[src/rtl/iterative_divider.sv]
// Radix-2 restoring divider for DIV/DIVU/REM/REMU; result valid N+1 edges after accept (optional DIV_ZERO_FAST_EN shortcut for /0).
// Valid/ready on both sides: accepts only in IDLE, holds result in DONE until ready_i.

module ripple_carry_adder_Nb #(
  parameter int N = 32
) (
  input  logic [N-1:0] a_i,
  input  logic [N-1:0] b_i,
  input  logic         inv_b_i,
  input  logic         carry_i,
  output logic [N-1:0] sum_o,
  output logic         carry_o
);
  // inv_b_i selects subtraction: b is inverted and the +1 of two's complement is injected
  // on the carry chain, so carry_o=1 means a >= b when carry_i=0.
  logic [N:0]   c;
  logic [N-1:0] b_eff;

  assign b_eff = b_i ^ {N{inv_b_i}};
  assign c[0]  = carry_i ^ inv_b_i;

  for (genvar i = 0; i < N; i++) begin : g_fa
    assign sum_o[i] = a_i[i] ^ b_eff[i] ^ c[i];
    assign c[i+1]   = (a_i[i] & b_eff[i]) | (c[i] & (a_i[i] ^ b_eff[i]));
  end

  assign carry_o = c[N];
endmodule

module iterative_divider #(
  parameter int N = 32
) (
  input  logic         clk_i,
  input  logic         rst_i,
  input  logic         valid_i,
  output logic         ready_o,
  input  logic [N-1:0] dividend_i,
  input  logic [N-1:0] divisor_i,
  input  logic         signed_i,
  input  logic         rem_sel_i,
  output logic         valid_o,
  output logic [N-1:0] result_o,
  input  logic         ready_i
);
  localparam int CW = $clog2(N);

  typedef enum logic [1:0] {IDLE, BUSY, FIX, DONE} state_t;

  state_t state, state_next;

  logic [N-1:0]  dvs;       // divisor magnitude
  logic [N-1:0]  quo;       // dividend bits shift out of the top, quotient bits shift in at the bottom
  logic [N-1:0]  rem;       // partial remainder
  logic [CW-1:0] cnt;
  logic          signed_q;
  logic          rem_sel_q;
  logic          q_neg;
  logic          r_neg;

  logic          dividend_neg;
  logic          divisor_neg;
  logic [N-1:0]  dividend_abs;
  logic [N-1:0]  divisor_abs;

  logic [N:0]    shifted;
  logic [N:0]    diff;
  logic          no_borrow;
  logic [N-1:0]  quo_fixed;
  logic [N-1:0]  rem_fixed;

  always_comb begin
    dividend_neg = signed_i & dividend_i[N-1];
    divisor_neg  = signed_i & divisor_i[N-1];
    dividend_abs = dividend_neg ? (~dividend_i + 1'b1) : dividend_i;
    divisor_abs  = divisor_neg  ? (~divisor_i + 1'b1)  : divisor_i;
  end

  assign shifted = {rem, quo[N-1]};

  ripple_carry_adder_Nb #(.N(N + 1)) u_sub (
    .a_i     (shifted),
    .b_i     ({1'b0, dvs}),
    .inv_b_i (1'b1),
    .carry_i (1'b0),
    .sum_o   (diff),
    .carry_o (no_borrow)
  );

  always_comb begin
    quo_fixed = (signed_q & q_neg) ? (~quo + 1'b1) : quo;
    rem_fixed = (signed_q & r_neg) ? (~rem + 1'b1) : rem;
  end

  always_ff @(posedge clk_i) begin
    if (rst_i) begin
      state <= IDLE;
    end else begin
      state <= state_next;
    end
  end

  always_comb begin
    state_next = state;
    ready_o    = 1'b0;
    valid_o    = 1'b0;
    case (state)
      IDLE: begin
        ready_o = 1'b1;
        if (valid_i) begin
`ifdef DIV_ZERO_FAST_EN
          state_next = (divisor_i == '0) ? FIX : BUSY;
`else
          state_next = BUSY;
`endif
        end
      end
      BUSY: begin
        if (cnt == '0) state_next = FIX;
      end
      FIX: state_next = DONE;
      DONE: begin
        valid_o = 1'b1;
        if (ready_i) state_next = IDLE;
      end
      default: state_next = IDLE;
    endcase
  end

  always_ff @(posedge clk_i) begin
    if (rst_i) begin
      dvs       <= '0;
      quo       <= '0;
      rem       <= '0;
      cnt       <= '0;
      signed_q  <= 1'b0;
      rem_sel_q <= 1'b0;
      q_neg     <= 1'b0;
      r_neg     <= 1'b0;
      result_o  <= '0;
    end else begin
      case (state)
        IDLE: begin
          if (valid_i) begin
            dvs       <= divisor_abs;
            rem       <= '0;
            cnt       <= CW'(N - 1);
            signed_q  <= signed_i;
            rem_sel_q <= rem_sel_i;
            // A zero divisor keeps the all-ones quotient unsigned-looking, as RV32M requires.
            q_neg     <= (dividend_neg ^ divisor_neg) & (divisor_i != '0);
            r_neg     <= dividend_neg;
`ifdef DIV_ZERO_FAST_EN
            if (divisor_i == '0) begin
              quo <= '1;
              rem <= dividend_abs;
            end else begin
              quo <= dividend_abs;
            end
`else
            quo <= dividend_abs;
`endif
          end
        end
        BUSY: begin
          if (no_borrow) begin
            rem <= diff[N-1:0];
          end else begin
            rem <= shifted[N-1:0];
          end
          quo <= {quo[N-2:0], no_borrow};
          cnt <= cnt - 1'b1;
        end
        FIX: begin
          result_o <= rem_sel_q ? rem_fixed : quo_fixed;
        end
        default: ;
      endcase
    end
  end
endmodule

[config.mk]
export PLATFORM = sky130hd
export DESIGN_NAME = iterative_divider
export DESIGN_NICKNAME = d
export VERILOG_FILES = /design/src/rtl/iterative_divider.sv
export SDC_FILE = /design/constraint.sdc
export NUM_CORES = 1
export LEC_CHECK = 0
export ABC_AREA = 0
export CORE_ASPECT_RATIO = 0.9
export CORE_MARGIN = 2
export CORE_UTILIZATION = 30
export CTS_BUF_LIST = sky130_fd_sc_hd__clkbuf_4 sky130_fd_sc_hd__clkbuf_8
export DETAILED_ROUTE_END_ITERATION = 6
export GPL_ROUTABILITY_DRIVEN = 0
export SYNTH_ARGS = -nofsm -noshare
export SYNTH_HDL_FRONTEND = slang
export SYNTH_SLANG_ARGS = --single-unit
[constraint.sdc]
create_clock -name clk_i -period 16.85 [get_ports clk_i]
set_clock_uncertainty 0.05 [all_clocks]
set_input_delay 4.2125 -clock clk_i [delete_from_list [all_inputs] [get_ports clk_i]]
set_output_delay 4.2125 -clock clk_i [all_outputs]
set_load 0.02 [all_outputs]
==> metrics <==
RSZ-0062 raised after global routing=false; total length of routed wires=between 20000 and 30000 um; Crit Path Max Fanout=33; Hold Violations, Final=0; most frequent cell on the critical path=fa_1; count of cell types in the netlist=66; number of global-route vias before repair=roughly 8400; total power after layout=1.47 mW; Filler cells=about 3200; number of failing setup endpoints in the final timing report=0; highest-delay cell along the critical path=or2_2; mapped cell area=9500 sq um; total of max-cap violations=0; CP Buf/Inv Count=4; share of the synthesized area in the top cell type=29.3%; Worst Hold Class=flop to flop; number of DRC violations after detailed routing=0; dominant register cell in the synthesized netlist=dfxtp_1; vias per cell=approximately 5.3; HPWL after DPL=20000 um; power density relative to cell area=132 nW/um^2; maximum vdd drop=slightly above 0.08 mV; critical path launch point type=flop; antenna diode count=0; maximum clock frequency=0.0715 GHz; Core Area=31100 sq um; cell taking the most area after synthesis=dfxtp_1; worst-case setup slack after placement=2.99 ns; fraction of synthesis flops using an asynchronous set or reset pin=0%; hold bufs inserted after CTS=0; initial antenna violation count=0; fraction of final layout cells with drive strength greater than 1=approximately 5.4%; clk buf depth=2; run status=finished, final reports clean; number of gates resized after CTS=0; clock slew at reported path FFs=roughly 0.090 ns; cell family contributing the most delay on the critical path=adder cells; number of ports placed on the die boundary=104; biggest cell delay along the critical path=approximately 0.55 ns; count of warnings emitted by yosys=0; final setup slack of the worst path=2.86 ns; nature of the critical path endpoint=flop; number of synthesized flops with an enable pin=0; proportion of synthesized chip area in sequential cells=29.3%; number of buffers inserted by port buffering=103; post-route design area=11100 sq um; path type of the worst setup path=flop to flop; LEAKAGE=around 3.7 nW; worst path required time=17.13 ns; synthesized flop and latch total=139; Overflow after GRT=0; placed cell areas=10700 sq um; Sinks on Clock Net=between 100 and 150; die span in y=173 um; initial core utilization=around 31%; Clock Root Buffer=clkbuf_8; number of setup buffers added after CTS=0; routed wirelength normalized by instance count=16.4 um; antenna violation net count after detailed routing=0; post-route fraction of the period consumed by the critical path=83.0%; first-iteration detailed-routing DRC count=634; relative max-transition margin=roughly a fifth; global-route wire length before repair=between 40000 and 50000 um; Finished Core Util=35.6%; clock latency on the worst-skew pair=0.47 ns; pin count of the biggest net entering global routing=82; via count=8859; Die Wd=192 um; TritonCTS clock tree=done; number of slew-limit violations in the final report=0; mean cell area of the mapped netlist=7.80 sq um; total negative setup slack=0 ns; final period demand of the worst path=between 10 and 15 ns; global routing usage summed across all routing layers=16.9%; arrival time at the worst endpoint=14.26 ns; length of the first detailed-routing pass in iterations=7; standard-cell rows=slightly above 60; number of instances in the synthesized netlist=1218; growth of design area from synthesis to finish=16.5%; H-tree depth reported by CTS=4; die area=33100 sq um; largest cells by area after synthesis=dfxtp_1 (29%), a21oi_1 (6.8%), fa_1 (6.5%), nand2_1 (5.6%), xnor2_1 (5.4%); top cells by count, synth=nand2_1 (141), dfxtp_1 (139), nor2_1 (131); cts bufs inserted=17; final-stage net count=approximately 1400; transition time at the pin with the least slew margin=1.18 ns; syn nets=~1300; most instantiated library cell after synthesis=nand2_1
-- worst register-to-register path, delay by kind of cell (launching register included) --
| kind | cells | cell delay, ns |
|---|---|---|
| AND/OR/NAND/NOR | 3 | 0.79 |
| adder cells (fa/ha/maj) | 32 | 12.12 |
| AO/OA/AOI/OAI | 2 | 0.25 |
| buffers and inverters | 4 | 0.28 |
| flip-flops | 1 | 0.35 |
-- cells in the final DEF, fill, tap and decap left out, drive strengths merged, types with 10 or more instances in the layout --
| master | n |
|---|---|
| a211oi | 46 |
| nor4 | 18 |
| or3 | 11 |
| nand3b | 12 |
| ha | 11 |
| o41ai | 22 |
| dfxtp | 139 |
| a31oi | 16 |
| inv | 56 |
| nand3 | 11 |
| xnor2 | 59 |
| nand2b | 22 |
| a21oi | 129 |
| nor2 | 131 |
| or4 | 16 |
| xor2 | 54 |
| clkbuf | 19 |
| fa | 31 |
| nor3 | 18 |
| nand2 | 141 |
| o22ai | 10 |
| o31ai | 25 |
| mux2i | 11 |
| o211ai | 11 |
| clkdlybuf4s50 | 102 |
| o21ai | 58 |
-- routing by layer --
| metal | vias up | wire, um | track usage [%] |
|---|---|---|---|
| met2 | 216 | 12800 | 26.5 |
| met5 | - | 0 | 0 |
| met3 | 33 | 1380 | 3.61 |
| met4 | 0 | 671 | 5.64 |
| met1 | 4250 | 12700 | 22.9 |
| li1 | 4360 | - | - |
-- through the flow --
step / hold slack (ns) / std cells
after global placement: 0.393 / 1647
after floorplan: 0.375 / 1218
after CTS: 0.411 / 1679
after global routing: 0.448 / 1679
final: 0.407 / 1679
after detailed placement: 0.397 / 1647
-- final timing paths --
check	cells past startpoint	startpoint	slack [ns]	end
worst max-delay path	41	quo[31]$_SDFFE_PP0P_	2.86	rem[9]$_SDFFE_PP0P_
worst min-delay path	1	cnt[4]$_SDFFE_PP0P_	0.41	cnt[4]$_SDFFE_PP0P_
worst max register to register	41	quo[31]$_SDFFE_PP0P_	2.86	rem[9]$_SDFFE_PP0P_
worst min register to register	1	cnt[4]$_SDFFE_PP0P_	0.41	cnt[4]$_SDFFE_PP0P_
-- sequential cells by signal, indices dropped and copies added (netlist names) --
signal and flops:
cnt 5, r_neg 1, rem_sel_q 1, result_o 32
rem 32, signed_q 1, dvs 32, state 2
quo 32, q_neg 1
-- cells by family (layout without fill, tap and decap cells) --
kind of cell | after synthesis | count (layout) | synth area share [%]
compound gates | 347 | 347 | 23.2
mux | 11 | 11 | 1.16
simple gates | 422 | 422 | 21.5
flops | 139 | 139 | 29.3
buf+inv | 144 | 196 | 6.44
fa+ha+maj | 42 | 42 | 7.98
xor+xnor | 113 | 113 | 10.4
-- report_power, final --
part	total, mW	switching [mW]	leakage [nW]	internal (mW)
combinational	0.695	0.436	2.37	0.259
clock	0.263	0.142	0.180	0.120
sequential	0.508	0.0960	1.14	0.412
-- area by class of cell --
cell class,count,area [sq um],share of cell area [%]
multi-input combinational,935,6120,55.3
sequential,139,2780,25.1
timing repair buffer,111,1090,9.83
tap,409,512,4.62
clock buffer,19,249,2.25
inverter,53,199,1.80
clock inverter,13,119,1.07
Note: power is estimated with default switching activity, not from simulation.
